### src/rtl/raxi_rq_mux_arb.sv
// RQ egress stage: arbitrates whole TLP frames from CH_NUM show-ahead frame FIFOs onto s_axis_rq.
// Optional build macro RQ_BYTE_SWAP_EN byte-reverses tdata ahead of the output register.
module raxi_rq_mux_arb #(
  parameter int unsigned CH_NUM     = 4,
  parameter int unsigned DW         = 256,
  parameter int unsigned KEEP_W     = DW / 32,
  parameter int unsigned TUSER_W    = 60,
  parameter int unsigned ARB_MODE   = 0,
  parameter int unsigned CLK_PER_US = 250
) (
  input  logic                      pcie_clk,
  input  logic                      pcie_rst,
  input  logic                      pcie_link_up,
  input  logic [CH_NUM-1:0]         ch_empty,
  input  logic [CH_NUM*(DW+16)-1:0] ch_rdata,
  output logic [CH_NUM-1:0]         ch_rd,
  output logic [DW-1:0]             s_axis_rq_tdata,
  output logic [KEEP_W-1:0]         s_axis_rq_tkeep,
  output logic [TUSER_W-1:0]        s_axis_rq_tuser,
  output logic                      s_axis_rq_tlast,
  output logic                      s_axis_rq_tvalid,
  input  logic                      s_axis_rq_tready,
  input  logic [15:0]               reg_tmout_us_cfg,
  output logic                      reg_tmout_us_err,
  output logic [CH_NUM-1:0]         tx_eop_pulse,
  output logic                      underrun_err,
  output logic [CH_NUM-1:0]         cur_grant
);
  localparam int unsigned WW    = DW + 16;
  localparam int unsigned CH_W  = (CH_NUM > 1) ? $clog2(CH_NUM) : 1;
  localparam int unsigned PRE_W = (CLK_PER_US > 1) ? $clog2(CLK_PER_US) : 1;

  typedef enum logic [0:0] {StIdle, StXfer} state_e;

  state_e              state_q, state_d;
  logic [CH_NUM-1:0]   grant_q, grant_d;
  logic [CH_W-1:0]     rr_ptr_q, rr_ptr_d;
  logic [CH_W-1:0]     g_idx, sel_idx;
  logic                sel_found;
  logic                load, eop_pop, starve, starved_q;
  logic [WW-1:0]       head;
  logic [DW-1:0]       in_data, data_nxt;
  logic [3:0]          in_mty, in_fbe, in_lbe;
  logic                in_eop;
  logic [2:0]          unused_rsvd;
  logic [KEEP_W-1:0]   keep_nxt;
  logic [TUSER_W-1:0]  user_nxt;
  logic [DW-1:0]       tdata_q;
  logic [KEEP_W-1:0]   tkeep_q;
  logic [TUSER_W-1:0]  tuser_q;
  logic                tlast_q, tvalid_q;
  logic [CH_NUM-1:0]   eop_pulse_q;
  logic                underrun_q;
  logic                stall;
  logic [PRE_W-1:0]    pre_q, pre_d;
  logic [15:0]         cnt_q, cnt_d;
  logic                err_q, err_d;

  // rr_ptr_q holds the highest-priority channel for the next round-robin search.
  always_comb begin : p_select
    logic [CH_W-1:0] c;
    c         = '0;
    sel_found = 1'b0;
    sel_idx   = '0;
    for (int unsigned k = 0; k < CH_NUM; k++) begin
      c = (ARB_MODE == 1) ? CH_W'(k) : CH_W'((32'(rr_ptr_q) + k) % CH_NUM);
      if (!sel_found && !ch_empty[c]) begin
        sel_found = 1'b1;
        sel_idx   = c;
      end
    end
  end

  always_comb begin
    g_idx = '0;
    for (int unsigned k = 0; k < CH_NUM; k++) begin
      if (grant_q[k]) g_idx = CH_W'(k);
    end
  end

  assign head        = ch_rdata[32'(g_idx) * WW +: WW];
  assign in_data     = head[DW-1:0];
  assign in_mty      = head[DW+3:DW];
  assign in_eop      = head[DW+4];
  assign in_fbe      = head[DW+8:DW+5];
  assign in_lbe      = head[DW+12:DW+9];
  assign unused_rsvd = head[DW+15:DW+13];

`ifdef RQ_BYTE_SWAP_EN
  always_comb begin
    data_nxt = in_data;
    for (int unsigned b = 0; b < DW / 8; b++) data_nxt[8*b +: 8] = in_data[DW-8-8*b +: 8];
  end
`else
  assign data_nxt = in_data;
`endif

  always_comb begin
    keep_nxt = {KEEP_W{1'b1}};
    if (in_eop && (32'(in_mty) < KEEP_W)) keep_nxt = {KEEP_W{1'b1}} >> in_mty;
    user_nxt      = '0;
    user_nxt[7:0] = {in_lbe, in_fbe};
  end

  always_comb begin
    state_d  = state_q;
    grant_d  = grant_q;
    rr_ptr_d = rr_ptr_q;
    load     = 1'b0;
    eop_pop  = 1'b0;
    starve   = 1'b0;
    unique case (state_q)
      StIdle: begin
        if (pcie_link_up && sel_found) begin
          grant_d          = '0;
          grant_d[sel_idx] = 1'b1;
          state_d          = StXfer;
        end
      end
      StXfer: begin
        if (!tvalid_q || s_axis_rq_tready) begin
          if (ch_empty[g_idx]) begin
            starve = 1'b1;
          end else begin
            load = 1'b1;
            if (in_eop) begin
              eop_pop  = 1'b1;
              grant_d  = '0;
              state_d  = StIdle;
              rr_ptr_d = (32'(g_idx) == CH_NUM - 1) ? '0 : g_idx + 1'b1;
            end
          end
        end
      end
      default: state_d = StIdle;
    endcase
  end

  assign ch_rd = load ? grant_q : '0;

  // Prescaler only runs during a stall, so the count is whole microseconds of stall.
  assign stall = tvalid_q && !s_axis_rq_tready;

  always_comb begin
    pre_d = pre_q;
    cnt_d = cnt_q;
    if (!stall) begin
      pre_d = '0;
      cnt_d = '0;
    end else if (32'(pre_q) == CLK_PER_US - 1) begin
      pre_d = '0;
      if (cnt_q != 16'hFFFF) cnt_d = cnt_q + 16'd1;
    end else begin
      pre_d = pre_q + 1'b1;
    end
    err_d = (reg_tmout_us_cfg != 16'd0) && (cnt_d >= reg_tmout_us_cfg);
  end

  always_ff @(posedge pcie_clk or posedge pcie_rst) begin
    if (pcie_rst) begin
      state_q     <= StIdle;
      grant_q     <= '0;
      rr_ptr_q    <= '0;
      tdata_q     <= '0;
      tkeep_q     <= '0;
      tuser_q     <= '0;
      tlast_q     <= 1'b0;
      tvalid_q    <= 1'b0;
      eop_pulse_q <= '0;
      underrun_q  <= 1'b0;
      starved_q   <= 1'b0;
      pre_q       <= '0;
      cnt_q       <= '0;
      err_q       <= 1'b0;
    end else begin
      state_q  <= state_d;
      grant_q  <= grant_d;
      rr_ptr_q <= rr_ptr_d;
      if (load) begin
        tvalid_q <= 1'b1;
        tdata_q  <= data_nxt;
        tkeep_q  <= keep_nxt;
        tuser_q  <= user_nxt;
        tlast_q  <= in_eop;
      end else if (s_axis_rq_tready) begin
        tvalid_q <= 1'b0;
      end
      eop_pulse_q <= eop_pop ? grant_q : '0;
      underrun_q  <= starve && !starved_q;
      if (load)        starved_q <= 1'b0;
      else if (starve) starved_q <= 1'b1;
      pre_q <= pre_d;
      cnt_q <= cnt_d;
      err_q <= err_d;
    end
  end

  assign s_axis_rq_tdata  = tdata_q;
  assign s_axis_rq_tkeep  = tkeep_q;
  assign s_axis_rq_tuser  = tuser_q;
  assign s_axis_rq_tlast  = tlast_q;
  assign s_axis_rq_tvalid = tvalid_q;
  assign reg_tmout_us_err = err_q;
  assign tx_eop_pulse     = eop_pulse_q;
  assign underrun_err     = underrun_q;
  assign cur_grant        = grant_q;

endmodule

### config.mk
export PLATFORM = sky130hd
export DESIGN_NAME = raxi_rq_mux_arb
export DESIGN_NICKNAME = d
export VERILOG_FILES = /design/src/rtl/raxi_rq_mux_arb.sv
export SDC_FILE = /design/constraint.sdc
export NUM_CORES = 1
export LEC_CHECK = 0
export ABC_AREA = 1
export BUFFER_PORTS_ARGS = -buffer_cell sky130_fd_sc_hd__buf_2
export CAP_MARGIN = 10
export CORE_AREA = 3 3 569 571
export DETAILED_ROUTE_END_ITERATION = 8
export DIE_AREA = 0 0 572 574
export GPL_ROUTABILITY_DRIVEN = 0
export GPL_TIMING_DRIVEN = 0
export HOLD_SLACK_MARGIN = 0.15
export PLACE_DENSITY = 0.3
export SLEW_MARGIN = 10
export SYNTH_ARGS = -nofsm -noshare
export SYNTH_HDL_FRONTEND = slang
export SYNTH_SLANG_ARGS = --single-unit
### constraint.sdc
create_clock -name pcie_clk -period 9.8 [get_ports pcie_clk]
set_input_delay 0.98 -clock pcie_clk [delete_from_list [all_inputs] [get_ports pcie_clk]]
set_output_delay 0.98 -clock pcie_clk [all_outputs]
set_load 0.005 [all_outputs]
==> Yosys cells after proc, flatten, opt, wreduce, memory -nomap -nowiden <==
Index checks and enable logic that the tools add are counted.
{ "totals": {"romBits": 0, "n_memories": 0, "wordCells": 120, "in_bits": 1112, "ff_bits": 312, "mem_bits_rw": 0, "output_inout_bits": 340, "latch_bits": 0} }
{ "op_classes": {"addsub": 6, "n_reduce_logical": 23, "mux": 56, "n_lt_le_gt_ge": 9, "eq_ne": 7, "multipliers": 1, "n_bitwise": 2, "div_mod_pow": 0, "shift": 2} }
{ "op_table": {"columns": ["op", "count"], "rows": [
  ["variable part select 1088 x 12 -> 269 bit", 1],
  ["2-to-1 mux 16 bit", 3],
  ["2-to-1 mux 1 bit", 29],
  ["2-to-1 mux 4 bit", 6],
  ["2-to-1 mux 8 bit", 3],
  ["less-than comparator 2 x 3 -> 1 bit (second input constant)", 6],
  ["adder 16 x 1 -> 16 bit (second input constant)", 1],
  [">= comparator 16 bit", 1],
  ["!= test 16 bit (second input constant)", 1],
  ["nonzero test 16 bit", 1],
  ["2-to-1 mux 2 bit", 7],
  ["binary-select mux 1 bit (select 2 bit)", 5],
  ["logical AND 1 bit", 9],
  ["adder 8 x 1 -> 8 bit (second input constant)", 1],
  ["equality test 8 bit (second input constant)", 1],
  ["zero test 1 bit", 8],
  ["case mux 4 bit (2 select lines)", 1],
  ["AND reduction 4 bit", 2],
  [">> shifter 8 x 4 -> 8 bit (first input constant)", 1],
  ["multiplier 2 x 5 -> 7 bit (second input constant)", 1],
  ["adder 2 x 1 -> 2 bit (second input constant)", 2],
  ["adder 2 bit (second input constant)", 2],
  ["less-than comparator 4 bit (second input constant)", 1],
  ["!= test 2 x 1 -> 1 bit (second input constant)", 2],
  ["8 further kinds", 11]
]} }

==> Depth between registers and ports, before layout <==
Gate-level depths: netlist (run 1).
{ "logic_depth": {"ltp_word": 18, "ltp_mapped": 21, "ltp_nobuf": 21} }

==> Worst setup path after synthesis (run 1) <==
Ideal clock, no wire load.
{ "synth_timing": {"path_kind": "input-to-output", "from": "in s_axis_rq_tready", "to": "out ch_rd[0]", "n_path_buf": 2, "cell_stages": 6, "required_time_ns": 8.820, "t_arrival_ns": 1.991, "path_slack_ns": 6.829, "path_cell_list": "nor2_1 > nor2_1 > nand3_1 > buf_4 > clkbuf_1 > nor2_1"} }
{ "synth_between": {"elab_chain_len": 4} }
{ "synth_lines": {"columns": ["item", "line_no", "rtl"], "rows": [
  ["from (decl)", "22", "input logic s_axis_rq_tready,"],
  ["logical OR 1 bit", "121", "if (!tvalid_q || s_axis_rq_tready) begin"],
  ["2-to-1 mux 1 bit", "121", null],
  ["2-to-1 mux 1 bit", "112", "unique case (state_q)"],
  ["2-to-1 mux 4 bit", "139", "assign ch_rd = load ? grant_q : '0;"],
  ["to (decl)", "16", "output logic [CH_NUM-1:0] ch_rd,"]
]} }
Every way passes these cells.

==> Worst setup path after layout (run 1) <==
{ "layout_timing": {"from": "in s_axis_rq_tready", "to": "out ch_rd[1]"} }
The elaborated chain is that of the path after synthesis.

==> qor.yml, run 1 <==
status: "finished, final reports clean"
synth_area_leaders: "dfrtp_1, nand2_1, o21ai_0"
num_rows: 207
fin_skew_ns: 0.0354
grt_pass1_vias: 30400
drv_slew: 0
yosysWarnings: 0
drcViolationCount: 0
netlist_instances: 3126
rsz0062_at_grt: "no"
ios: 1452
dr.pass1.iters: 5
ys_seq_area_share_pct: 38.0
maxCapViolations: 0
clockPowerShare_pct: 16.0
ctsHoldBuffers: 0
cts.reportedPaths.clkPinSlew_ns: 0.06
synth_edf_count: 0
die_x_um: 572
dieArea_um2: 328000
worst_setup_path_end_kind: "primary output"
pwr-share-seq_pct: 18.4
regArea_um2: 7810
avgSynthCellArea_um2: 6.57
yosys.area_share.simple_pct: 29.4
syn_to_final_growth_pct: 71.0
insertion_delay_ns: 0.67
nets: 5761
cts_setup_buffers: 0
post_cts_resize_count: 0
synth_most_common_cell: "nand2_1"
combPwrFrac_pct: 65.6
yosys.area.top_type: "dfrtp_1"
crit_path_start_kind: "primary input"
final.setup.tns_ns: 0
synthesis.area_um2: 20500
antenna_left: 0
worstRegToRegCells: 8
drt_iter0_markers: 2207
die_y_um: 574
antenna_found_initial: 193
synth-adder-area-share_pct: 1.16
layout.cells.non_filler: 8921
finalCriticalPeriod_ns: 4.43
cp_cell_sequence: "buf_2 > nor2_1 > nor2_1 > nand3_1 > buf_4 > clkbuf_2 > nor2_1 > buf_2"
relSlewSlack_pct: 15.5
cpPeakStageDelay_ns: 0.74
max_freq_ghz: 0.226
ctsRootBufferMaster: "clkbuf_16"
core_um2: 318000
grt_busiest_layer: "met2"
cts_tree: "yes"
p_int_mw: 5.11
via_per_inst: 3.40
p_total_mw: 12.2
grt.overflow.total: 0
grt_use_met1_pct: 16.1
fill_cells: 37500
worstMarginPinSlew_ns: 1.25
async_flop_share_pct: 100
cts.sinks: 312
synthMuxAreaShare_pct: 0
cts-buffers-inserted: 50
avgRoutedWirePerCell_um: 28.5
initial_core_util_pct: 6.45
ys.flop_type: "dfrtp_1"
synth.top_cell.area_share_pct: 38.0
hold_violations: 0
ir_drop_mv: 0.133
io_buffers: 1387
hold_path.class: "in2async"
cts_max_level: 2
synth.distinct_cells: 35
crit_type: "in2out"
critical_path.max_fanout: 10
switchingPower_mw: 7.12
vias: 30300
dp.cells: 8758
cp_common_cell: "nor2_1"
grt_pass1_wl_mm: 317
met3_usage_pct: 6.17
clockBufferDepth: 3
synth_seq_cells: 312
synth_common_cells: "nand2_1, nor2_1, o21ai_0, dfrtp_1, o22ai_1"
worst_slack_ns: 5.37
placement.setup.worst_slack_ns: 5.21
leakagePower_nw: 16.8
synth_top_family_by_area: "simple AND/OR/NAND/NOR gates"
min_period_over_period_pct: 45.2
routed_wl_mm: 254
synth_xor_area_share_pct: 0.597
drive_gt1_share_pct: 35.8
utilization_pct: 11.0
cp_data_arrival_time_ns: 3.45
slowest_stage: "nor2_1"
post-dp-hpwl_mm: 223
grt_max_degree: 93
crit_required_ns: 8.82
multi_input_area_um2: 11200
sw_frac_of_total_pct: 58.2
track_usage_pct: 14.7
p_per_area_nw_per_um2: 349
setup_viol: 0
synth_compound_area_share_pct: 22.5
use_met2_pct: 25.0
==> routing by layer <==
metal	share of wire (%)	up-vias
li1	-	13400
met1	37	14400
met2	47	1855
met3	11	543
met4	4.6	136
met5	0.37	-
==> final timing paths <==
check	startpoint	to	slack, ns
setup / recovery	s_axis_rq_tready	ch_rd[1]	5.37
hold / removal	pcie_rst	s_axis_rq_tdata[16]	0.32
setup reg to reg	cur_grant[2]	s_axis_rq_tdata[122]	5.69
hold reg to reg	starved_q	underrun_err	0.47
max in group asynchronous	pcie_rst	s_axis_rq_tdata[192]	7.89
min in group pcie_clk	starved_q	underrun_err	0.47
==> critical path: cells and delay by family <==
kind	cells	cell delay [ns]
and+or+nand+nor	4	1.28
buffers and inverters	4	1.15
==> power groups by stage <==
stage	sequential, mW	clock (mW)	combinational (mW)
6_report	2.25	1.96	8.03
5_1_grt	2.31	2.09	8.79
4_1_cts	2.25	2.07	8.31
3_5_place_dp	2.25	0	8.27
3_3_place_gp	2.26	0	8.21
2_1_floorplan	2.25	0	3.34
==> registers in the layout, summed over array words and instances (netlist names) <==
register          flops
s_axis_rq_tvalid      1
tx_eop_pulse          4
state_q               1
rr_ptr_q              2
cur_grant             4
s_axis_rq_tlast       1
s_axis_rq_tkeep       8
reg_tmout_us_err      1
pre_q                 8
starved_q             1
s_axis_rq_tdata     256
underrun_err          1
s_axis_rq_tuser       8
cnt_q                16
==> metrics by stage <==
step / hold WS, ns / area, µm²
floorplan: 0.425 / 20700
global placement: 0.463 / 32900
detailed placement: 0.460 / 33200
CTS: 0.275 / 34900
global route: 0.330 / 35000
finish: 0.324 / 35100
==> final cells by class <==
| type | count | area share [%] |
|---|---|---|
| plain buffers | 297 | 4.30 |
| well taps | 4180 | 14.9 |
| inverters | 60 | 0.663 |
| clock buffers | 69 | 4.03 |
| multi-input cells | 2508 | 31.9 |
| clock inverters | 21 | 0.820 |
| repair buffers | 1401 | 20.6 |
| flip-flops and latches | 312 | 22.2 |
| diodes | 73 | 0.521 |
==> cell usage in the layout (no fill, tap or decap), types with 52 or more instances in the layout <==
cell,synthesis,final
buf_2,105,1493
buf_4,59,61
clkbuf_1,127,124
conb_1,1,52
dfrtp_1,312,312
diode_2,0,73
inv_1,54,53
nand2_1,914,914
nor2_1,595,595
o21ai_0,549,540
o22ai_1,266,266
==> cell families (layout without fill, tap and decap cells) <==
kind of cell             count (synthesis)  count (layout)
AND/OR/NAND/NOR                       1574            1574
AO/OA/AOI/OAI                          849             849
buffers and inverters                  357            1848
flip-flops                             312             312
adder cells (fa/ha/maj)                 19              19
XOR/XNOR                                14              14
other                                    1             125
Power figures use the tool's default switching activity.
==> run 2: changes to the inputs <==
- CORE_AREA: 3 3 569 571 -> 3 3 557 559
- DIE_AREA: 0 0 572 574 -> 0 0 560 562
- clock period: 9.8 -> 4.1 ns (I/O delays scaled with it)
==> run 2 against run 1 <==
Setup slack worse by 5.2 ns; sequential cell count stayed put; cell count is 1.6% higher; clock-buffer cell count is 4 lower; register-to-register slack worse by 5.5 ns; highest routed layer unchanged.
==> qor.yml, run 2 (same netlist as run 1, synthesis figures left out) <==
final_common_cell: "buf_2"  # unchanged
maxCapViolations: 0  # unchanged
nets: 5995  # was 5,761
final.setup.tns_ns: 0  # unchanged
drt_iter0_markers: 2359  # was 2,207
drcViolationCount: 0  # unchanged
crit_type: "reg2reg"  # was in2out
cts.reportedPaths.clkPinSlew_ns: 0.06  # about the same
critical_path.max_fanout: 11  # was 10
syn_to_final_growth_pct: 82.1  # was 71.0%
cp_data_arrival_time_ns: 4.51  # was 3.45 ns
grt_pass1_wl_mm: 311  # was 317 mm
crit_path_start_kind: "flop"  # was primary input
crit_buf_inv: 5  # was 4
r2r_start: "cur_grant[3]"  # was cur_grant[2]
track_usage_pct: 14.8  # was 14.7%
ios: 1452  # unchanged
post-dp-hpwl_mm: 214  # was 223 mm
core_um2: 306000  # was 318,000 µm²
cts_tree: "yes"  # unchanged
dp.cells: 8686  # was 8,758
layout.cells.non_filler: 9061  # was 8,921
grt_pass1_vias: 31700  # was 30.4k
worst_setup_path_end_kind: "flop"  # was primary output
setup_viol: 0  # unchanged
leakagePower_nw: 17.9  # was 16.8 nW
fill_cells: 36100  # was 37.5k
ir_drop_mv: 0.279  # was 0.133 mV
initial_core_util_pct: 6.72  # was 6.45%
fin_skew_ns: 0.0306  # was 0.0354 ns
cts_setup_buffers: 0  # unchanged
cts-buffers-inserted: 50  # unchanged
worst_slack_ns: 0.165  # was 5.37 ns
dieArea_um2: 315000  # was 328,000 µm²
finalCriticalPeriod_ns: 3.93
relSlewSlack_pct: 16.9  # was 15.5%
antenna_found_initial: 165  # was 193
max_freq_ghz: 0.254
routed_wl_mm: 245  # was 254 mm
cts.sinks: 312  # unchanged
die_y_um: 562  # was 574 µm
num_rows: 203  # was 207
worstMarginPinSlew_ns: 1.23  # was 1.25 ns
min_path_cells: 5
ctsRootBufferMaster: "clkbuf_16"  # unchanged
drive_gt1_share_pct: 34.5  # was 35.8%
insertion_delay_ns: 0.67  # about the same
placement.setup.worst_slack_ns: 0.179  # was 5.21 ns
antenna_left: 0  # unchanged
hold_path.class: "in2reg"  # was in2async
grt_max_degree: 33  # was 93
worstRegToRegCells: 10  # was 8
hold_violations: 0  # unchanged
min_period_over_period_pct: 96.0
avgRoutedWirePerCell_um: 27.0  # was 28.5 µm
fin_area_um2: 37400  # was 35,100 µm²
holdPathEnd: "s_axis_rq_tdata[159]"
slowest_stage: "buf_2"  # was nor2_1
r2r-end: "s_axis_rq_tdata[21]"  # was s_axis_rq_tdata[122]
vias: 31000  # was 30.3k
via_per_inst: 3.43  # was 3.40
cpPeakStageDelay_ns: 0.72  # was 0.74 ns
cp_top_family: "buffers and inverters"  # was simple AND/OR/NAND/NOR gates
layout_common_cells: "buf_2, nand2_1, nor2_1, o21ai_0, dfrtp_1"  # unchanged
cp_cell_sequence: "inv_2 > nand2_2 > clkinv_1 > buf_2 > buf_1 > nor2_1 > o22ai_1 > nand2_1 > nand2_1 > dlygate4sd3_1"  # was buf_2 > nor2_1 > nor2_1 > nand3_1 > buf_4 > clkbuf_2 > nor2_1 > buf_2
cts_max_level: 2  # unchanged
drv_slew: 0  # unchanged
cp_common_cell: "nand2_1"  # was nor2_1
grt.overflow.total: 0  # unchanged
p_per_area_nw_per_um2: 788  # was 349 nW/µm²
die_x_um: 560  # was 572 µm
largest_reg_flops: 256  # unchanged
io_buffers: 1387  # unchanged
crit_required_ns: 4.68  # was 8.82 ns
rsz0062_at_grt: "no"  # unchanged
clockBufferDepth: 3  # unchanged
worstHoldStart: "ch_rdata[431]"
dr.pass1.iters: 7  # was 5
hold_ws_ns: 0.212  # was 0.324 ns
r2r_slack_ns: 0.17  # was 5.69 ns
dpl_cell_area_um2: 33300  # was 33,200 µm²
status: "finished, final reports clean"  # unchanged
==> run 2: worst max-delay path by stage <==
stage | start | endpoint | slack, ns | cells past startpoint
finish | cur_grant[3] | s_axis_rq_tdata[21] | 0.17 | 10
global route | cur_grant[3] | s_axis_rq_tdata[47] | 0.006 | 10
CTS | cur_grant[3] | s_axis_rq_tdata[21] | 0.02 | 10
detailed placement | cur_grant[3] | s_axis_rq_tdata[50] | 0.18 | 9
global placement | pcie_rst | s_axis_rq_tdata[170] | -3.98 | 2
floorplan | pcie_rst | cnt_q[0] | -0.46 | 1
==> run 2: layer usage <==
metal / GRT usage [%] / vias up / part of all wire (%)
met1: 16.2 / 14800 / 36
li1: - / 13900 / -
met4: 6.81 / 86 / 5.3
met5: 0 / - / 0.24
met2: 25.3 / 1798 / 47
met3: 5.59 / 508 / 11
==> run 2: cell type report <==
cell class	instances	area, µm²	share of cell area, %
tap	4100	5130	13.7
clock inverter	28	312	0.834
multi-input combinational	2508	11200	30.0
clock buffer	65	1400	3.74
antenna	56	140	0.375
inverter	60	229	0.613
buffer	297	1510	4.04
timing repair buffer	1635	9640	25.8
sequential	312	7810	20.9
==> run 2: repair_timing <==
item	in CTS	in global routing
hold endpoints to repair	176	0
hold buffers	226	0
setup endpoints to repair	4	0
gates resized for setup	1	0
==> run 2: power by group <==
part           internal [mW]  total [mW]  switching, mW
Combinational           5.69        19.5           13.8
Clock                   2.72        4.62           1.90
Sequential              4.54        5.37          0.832
==> run 2: worst min-delay path, delay by kind of cell <==
family	cells	cell delay, ns
and+or+nand+nor	3	0.23
AOI/OAI and AO/OA	1	0.13
buffers and inverters	1	0.08
==> run 2: per-stage QoR <==
stage	total power [mW]	util (%)
3_5_place_dp	24.6	10.9
3_3_place_gp	24.4	10.7
4_1_cts	30.4	12.2
6_report	29.5	12.2
2_1_floorplan	13.4	-
5_1_grt	31.9	12.2
